[config.mk]
export PLATFORM = sky130hd
export DESIGN_NAME = neuron_accumulator
export DESIGN_NICKNAME = d
export VERILOG_FILES = /design/src/rtl/neuron_accumulator.sv
export SDC_FILE = /design/constraint.sdc
export NUM_CORES = 2
export LEC_CHECK = 0
export CORE_AREA = 4 4 428 430
export DETAILED_ROUTE_END_ITERATION = 8
export DIE_AREA = 0 0 432 434
export GPL_TIMING_DRIVEN = 0
export SYNTH_ARGS = -nofsm -noshare
export SYNTH_HDL_FRONTEND = slang
export SYNTH_SLANG_ARGS = --single-unit
[constraint.sdc]
create_clock -name clk -period 7.6 [get_ports clk]
set_input_delay 0.76 -clock clk [delete_from_list [all_inputs] [get_ports clk]]
set_output_delay 0.76 -clock clk [all_outputs]
set_load 0.005 [all_outputs]
[src/rtl/neuron_accumulator.sv]
// -----------------------------------------------------------------------------
// neuron_accumulator
//
// Sequential multiply-accumulate back end for one neuron. A vector of N_TERMS
// signed products (the last one being the bias) is captured in a single input
// handshake. The products are then summed one term per clock into a wide
// accumulator. The final sum is saturated to WIDTH bits, optionally passed
// through ReLU, and presented on a valid/ready output port.
//
// Parameters
//   N_TERMS   : product terms per neuron (weighted inputs + 1 bias)
//   WIDTH     : width of each signed product and of the result
//   ACC_WIDTH : accumulator width, must be >= WIDTH + ceil(log2(N_TERMS))
//   RELU      : 1 = clamp negative results to zero, 0 = linear output
//
// Ports
//   clk       : rising-edge clock
//   rst_n     : asynchronous active-low reset
//   in_valid  : product vector valid
//   in_ready  : block can accept a vector (state IDLE)
//   products  : signed products, index N_TERMS-1 is the bias term
//   out_valid : result valid (state DONE)
//   out_ready : downstream accepts the result
//   out_data  : activated neuron output
//   out_sat   : pre-activation sum was clipped
// -----------------------------------------------------------------------------
module neuron_accumulator #(
    parameter int N_TERMS   = 33,
    parameter int WIDTH     = 32,
    parameter int ACC_WIDTH = 40,
    parameter int RELU      = 1
) (
    input  logic                            clk,
    input  logic                            rst_n,
    input  logic                            in_valid,
    output logic                            in_ready,
    input  logic [N_TERMS-1:0][WIDTH-1:0]   products,
    output logic                            out_valid,
    input  logic                            out_ready,
    output logic [WIDTH-1:0]                out_data,
    output logic                            out_sat
);

    localparam int IDX_W = (N_TERMS > 1) ? $clog2(N_TERMS) : 1;

    // Saturation bounds expressed at accumulator width so the compare is
    // a plain signed comparison against the full-precision sum.
    localparam logic signed [ACC_WIDTH-1:0] SAT_MAX =
        {{(ACC_WIDTH-WIDTH+1){1'b0}}, {(WIDTH-1){1'b1}}};
    localparam logic signed [ACC_WIDTH-1:0] SAT_MIN =
        {{(ACC_WIDTH-WIDTH+1){1'b1}}, {(WIDTH-1){1'b0}}};

    typedef enum logic [1:0] {
        IDLE  = 2'd0,
        ACCUM = 2'd1,
        DONE  = 2'd2
    } state_t;

    state_t                          state_q,    state_d;
    logic [N_TERMS-1:0][WIDTH-1:0]   buffer_q,   buffer_d;
    logic signed [ACC_WIDTH-1:0]     acc_q,      acc_d;
    logic [IDX_W-1:0]                idx_q,      idx_d;
    logic [WIDTH-1:0]                out_data_q, out_data_d;
    logic                            out_sat_q,  out_sat_d;

    logic signed [ACC_WIDTH-1:0]     term_s;
    logic signed [ACC_WIDTH-1:0]     sum_s;
    logic [WIDTH-1:0]                sat_value_s;
    logic                            sat_flag_s;
    logic [WIDTH-1:0]                act_value_s;
    logic                            last_term_s;

    // Datapath: sign-extend the current buffered term, add it, then clip and activate.
    always_comb begin
        term_s      = {{(ACC_WIDTH-WIDTH){buffer_q[idx_q][WIDTH-1]}}, buffer_q[idx_q]};
        sum_s       = acc_q + term_s;
        last_term_s = (idx_q == IDX_W'(N_TERMS-1));

        if (sum_s > SAT_MAX) begin
            sat_value_s = {1'b0, {(WIDTH-1){1'b1}}};
            sat_flag_s  = 1'b1;
        end else if (sum_s < SAT_MIN) begin
            sat_value_s = {1'b1, {(WIDTH-1){1'b0}}};
            sat_flag_s  = 1'b1;
        end else begin
            sat_value_s = sum_s[WIDTH-1:0];
            sat_flag_s  = 1'b0;
        end

        // ReLU acts on the already-clipped value; out_sat still reports a
        // negative clip even though the output then reads zero.
        if ((RELU != 0) && sat_value_s[WIDTH-1]) begin
            act_value_s = {WIDTH{1'b0}};
        end else begin
            act_value_s = sat_value_s;
        end
    end

    // Next-state and register-update logic for the IDLE/ACCUM/DONE machine.
    always_comb begin
        state_d    = state_q;
        buffer_d   = buffer_q;
        acc_d      = acc_q;
        idx_d      = idx_q;
        out_data_d = out_data_q;
        out_sat_d  = out_sat_q;

        case (state_q)
            IDLE: begin
                // in_ready is high in IDLE, so in_valid alone completes the handshake.
                if (in_valid) begin
                    buffer_d = products;
                    acc_d    = {ACC_WIDTH{1'b0}};
                    idx_d    = {IDX_W{1'b0}};
                    state_d  = ACCUM;
                end else begin
                    state_d  = IDLE;
                end
            end
            ACCUM: begin
                acc_d = sum_s;
                idx_d = idx_q + IDX_W'(1'b1);
                if (last_term_s) begin
                    out_data_d = act_value_s;
                    out_sat_d  = sat_flag_s;
                    state_d    = DONE;
                end else begin
                    state_d    = ACCUM;
                end
            end
            DONE: begin
                if (out_ready) begin
                    state_d = IDLE;
                end else begin
                    state_d = DONE;
                end
            end
            default: begin
                state_d = IDLE;
            end
        endcase
    end

    // State and datapath registers; reset discards any partially summed vector.
    always_ff @(posedge clk or negedge rst_n) begin
        if (!rst_n) begin
            state_q    <= IDLE;
            buffer_q   <= {(N_TERMS*WIDTH){1'b0}};
            acc_q      <= {ACC_WIDTH{1'b0}};
            idx_q      <= {IDX_W{1'b0}};
            out_data_q <= {WIDTH{1'b0}};
            out_sat_q  <= 1'b0;
        end else begin
            state_q    <= state_d;
            buffer_q   <= buffer_d;
            acc_q      <= acc_d;
            idx_q      <= idx_d;
            out_data_q <= out_data_d;
            out_sat_q  <= out_sat_d;
        end
    end

    // Handshake outputs decode straight from the state register; data is registered.
    always_comb begin
        in_ready  = (state_q == IDLE);
        out_valid = (state_q == DONE);
        out_data  = out_data_q;
        out_sat   = out_sat_q;
    end

endmodule

==> out/qor.yml <==
outcome: "finished, violations left"
violations: "negative hold slack"
numClockSinks: 1136
overflow: 0
yosys-top-cells-area: "dfrtp_1 54%, nand2_1 24%, mux4_2 13%"
avgViaCountPerCell: 5.10
die_w_um: 432
fin_crit_sh: 0.970
clockBufferDepth: 3
tightest_slew_ns: 1.39
drc: 0
synth_top_family_by_area: "simple AND/OR/NAND/NOR gates"
clk_pin_slew_ns: 0.06
synth_edf_count: 0
synth-main-ff-cell: "dfrtp_1"
ys_ff_latch: 1136
yosys_warnings: 0
syn_avg_cell_area_sq_um: 9.44
async_flop_share: 1.00
critPathKind: "reg2reg"
netlist_top_cells_count: "3319 x nand2_1, 1136 x dfrtp_1, 314 x mux4_2"
htree_levels: 4
setup_violations: 0
cts_setup_buffers: 0
dr_total_vias: 48000
antenna_found_initial: 154
worstSetupStartpointType: "flop"
nets: 7955
place_congestion: 0.990
cts_tree: "built"
initial_core_util: 0.295
fin_skew_ns: 0.0348
numPortBuffers: 1093
ys_seq_area_frac: 0.536
cts_inserted_buffers: 135
min_path_type: "in2async"
setup_tns_ns: 0
synth_cells: 5617
synthAdderAreaFrac: 0.0101
num_rows: 156
drive_above_1_share: 0.0865
end_kind: "flop"
io_pins: 1095
maxCapViolCount: 0
worst-r2r-setup-slack_ns: 0.23
grt_max_degree: 179
cts-root-buf: "clkbuf_16"
grt_pass1_wl_um: 376000
ir_drop_mv: 0.291
final_cells: 9404
synthSimpleGateAreaFrac: 0.250
hold_buffers: 0
hpwlAfterDp_um: 226000
syn_nets: 6719
worstPathArrival_ns: 8.00
fmax_mhz: 136
placed_area_sq_mm: 0.0671
grt_pass1_vias: 48600
dieArea_sq_mm: 0.187
required_ns: 8.23
drt_first_pass_iters: 6
cp_max_fo: 10
dp.cells: 9087
synth_top_area_frac: 0.536
track_usage: 0.289
period_needed_ns: 7.37
synth.most_common_cell: "nand2_1"
synthXorXnorAreaFrac: 0.00562
die_h_um: 434
fin_area_sq_mm: 0.0720
drt-initial-drc-count: 4811
synthMuxAreaShare: 0.143
p_total_uw: 36300
yosys.area.top_type: "dfrtp_1"
ys_types: 66
ant_nets: 0
drt-wirelength-per-cell_um: 29.4
routed_wl_um: 277000
hold_viol: 3
slew_headroom: 0.0747
synth-compound-area-share: 0.0274
insertion_delay_ns: 0.78
rsz0062_at_grt: "no"
netlist_area_sq_mm: 0.0530
fin_hold_ws_ns: -0.00769
drv_slew: 0
leakage_uw: 0.0340
core_sq_mm: 0.180
powerDensity_mw_per_mm2: 504
syn_to_final_growth_pct: 35.8
rr_worst_depth: 19
## layout by cell type, fill, tap and decap left out, drive strengths merged, types with 6 or more instances in the layout
cell | synthesis | layout
dfrtp | 1136 | 1136
mux2i | 33 | 33
mux4 | 320 | 320
clkinvlp | 0 | 7
o21ai | 78 | 78
nor2b | 6 | 6
inv | 15 | 19
clkdlybuf4s50 | 0 | 1092
o211ai | 11 | 11
nor3 | 9 | 9
nand2 | 3319 | 3319
buf | 62 | 57
nand3 | 49 | 49
a221o | 30 | 30
and2 | 11 | 11
nand4 | 13 | 13
bufinv | 0 | 8
diode | 0 | 84
xor2 | 16 | 16
ha | 41 | 41
nor2 | 27 | 27
a21oi | 44 | 44
clkbuf | 292 | 494
a21o | 11 | 11
xnor2 | 18 | 18
clkinv | 0 | 23
o21bai | 6 | 6
and3 | 9 | 9
## flip-flops by register name, indices dropped and copies added (netlist names)
| signal | cells |
|---|---|
| buffer_q | 1056 |
| acc_q | 40 |
| out_data | 31 |
| idx_q | 6 |
| state_q | 2 |
| out_sat | 1 |
## cell type report
type / count / area [sq um]
Fill cell: 18100 / 108000
Sequential cell: 1136 / 28400
Multi-Input combinational cell: 4112 / 23100
Timing Repair Buffer: 1100 / 11200
Clock buffer: 192 / 3950
Tap cell: 2370 / 2970
Buffer: 353 / 1500
Clock inverter: 42 / 603
Antenna cell: 84 / 210
Inverter: 15 / 56.3
## worst max-delay path, stage by stage (launching register included)
cell and delay (ns):
dfrtp_1 0.58, clkbuf_4 0.45, clkbuf_4 0.40, buf_1 0.72
mux4_2 0.48, mux4_2 0.57, mux2i_1 0.46, o21ai_0 0.20
ha_1 0.43, nand4_1 0.21, o221ai_1 0.36, nand3_1 0.24
a2111o_1 0.48, a21bo_2 0.23, xor2_1 0.27, a21boi_1 0.21
nand4_1 0.21, and3_4 0.27, buf_6 0.14, a221o_1 0.27
## stage by stage
| stage | hold slack, ns | setup WS [ns] | util |
|---|---|---|---|
| 2_1_floorplan | 0.437 | 1.96 | - |
| 5_1_grt | 0.0345 | 0.00680 | 0.400 |
| 6_report | -0.00769 | 0.227 | 0.400 |
| 4_1_cts | 0.0216 | 0.00751 | 0.399 |
| 3_3_place_gp | 0.450 | -47.44 | 0.372 |
| 3_5_place_dp | 0.456 | -1.75 | 0.373 |
## cells by family after synthesis
logic type | Yosys count
compound gates | 218
fa+ha+maj | 42
flops | 1136
xor+xnor | 34
simple gates | 3463
mux | 354
buf+inv | 369
other cells | 1
## where the power goes
| part | internal [uW] | total [uW] | switching, uW | leakage, uW |
|---|---|---|---|---|
| sequential | 9170 | 11100 | 1920 | 0.0141 |
| combinational | 7040 | 18500 | 11400 | 0.0177 |
| clock | 3910 | 6720 | 2810 | 0.00221 |
## per-layer routing
metal / wire length (um) / track usage
met1: 113000 / 0.377
met2: 129000 / 0.457
met3: 19000 / 0.0560
met4: 15800 / 0.150
met5: 184 / 0
## worst paths after layout
| path | start | to |
|---|---|---|
| setup / recovery | idx_q[1] | out_data[14] |
| hold / removal | rst_n | buffer_q[588] |
| setup reg to reg | idx_q[1] | out_data[14] |
| hold reg to reg | buffer_q[577] | buffer_q[577] |
| max in group asynchronous | rst_n | buffer_q[418] |
| min in group clk | buffer_q[577] | buffer_q[577] |
## timing repair
| item | in CTS | in global routing |
|---|---|---|
| resized for setup | 51 | 44 |
| endpoints found under the setup margin | 54 | 32 |
| cloned | 0 | 0 |
No activity file was read; power rests on OpenSTA's default activity.
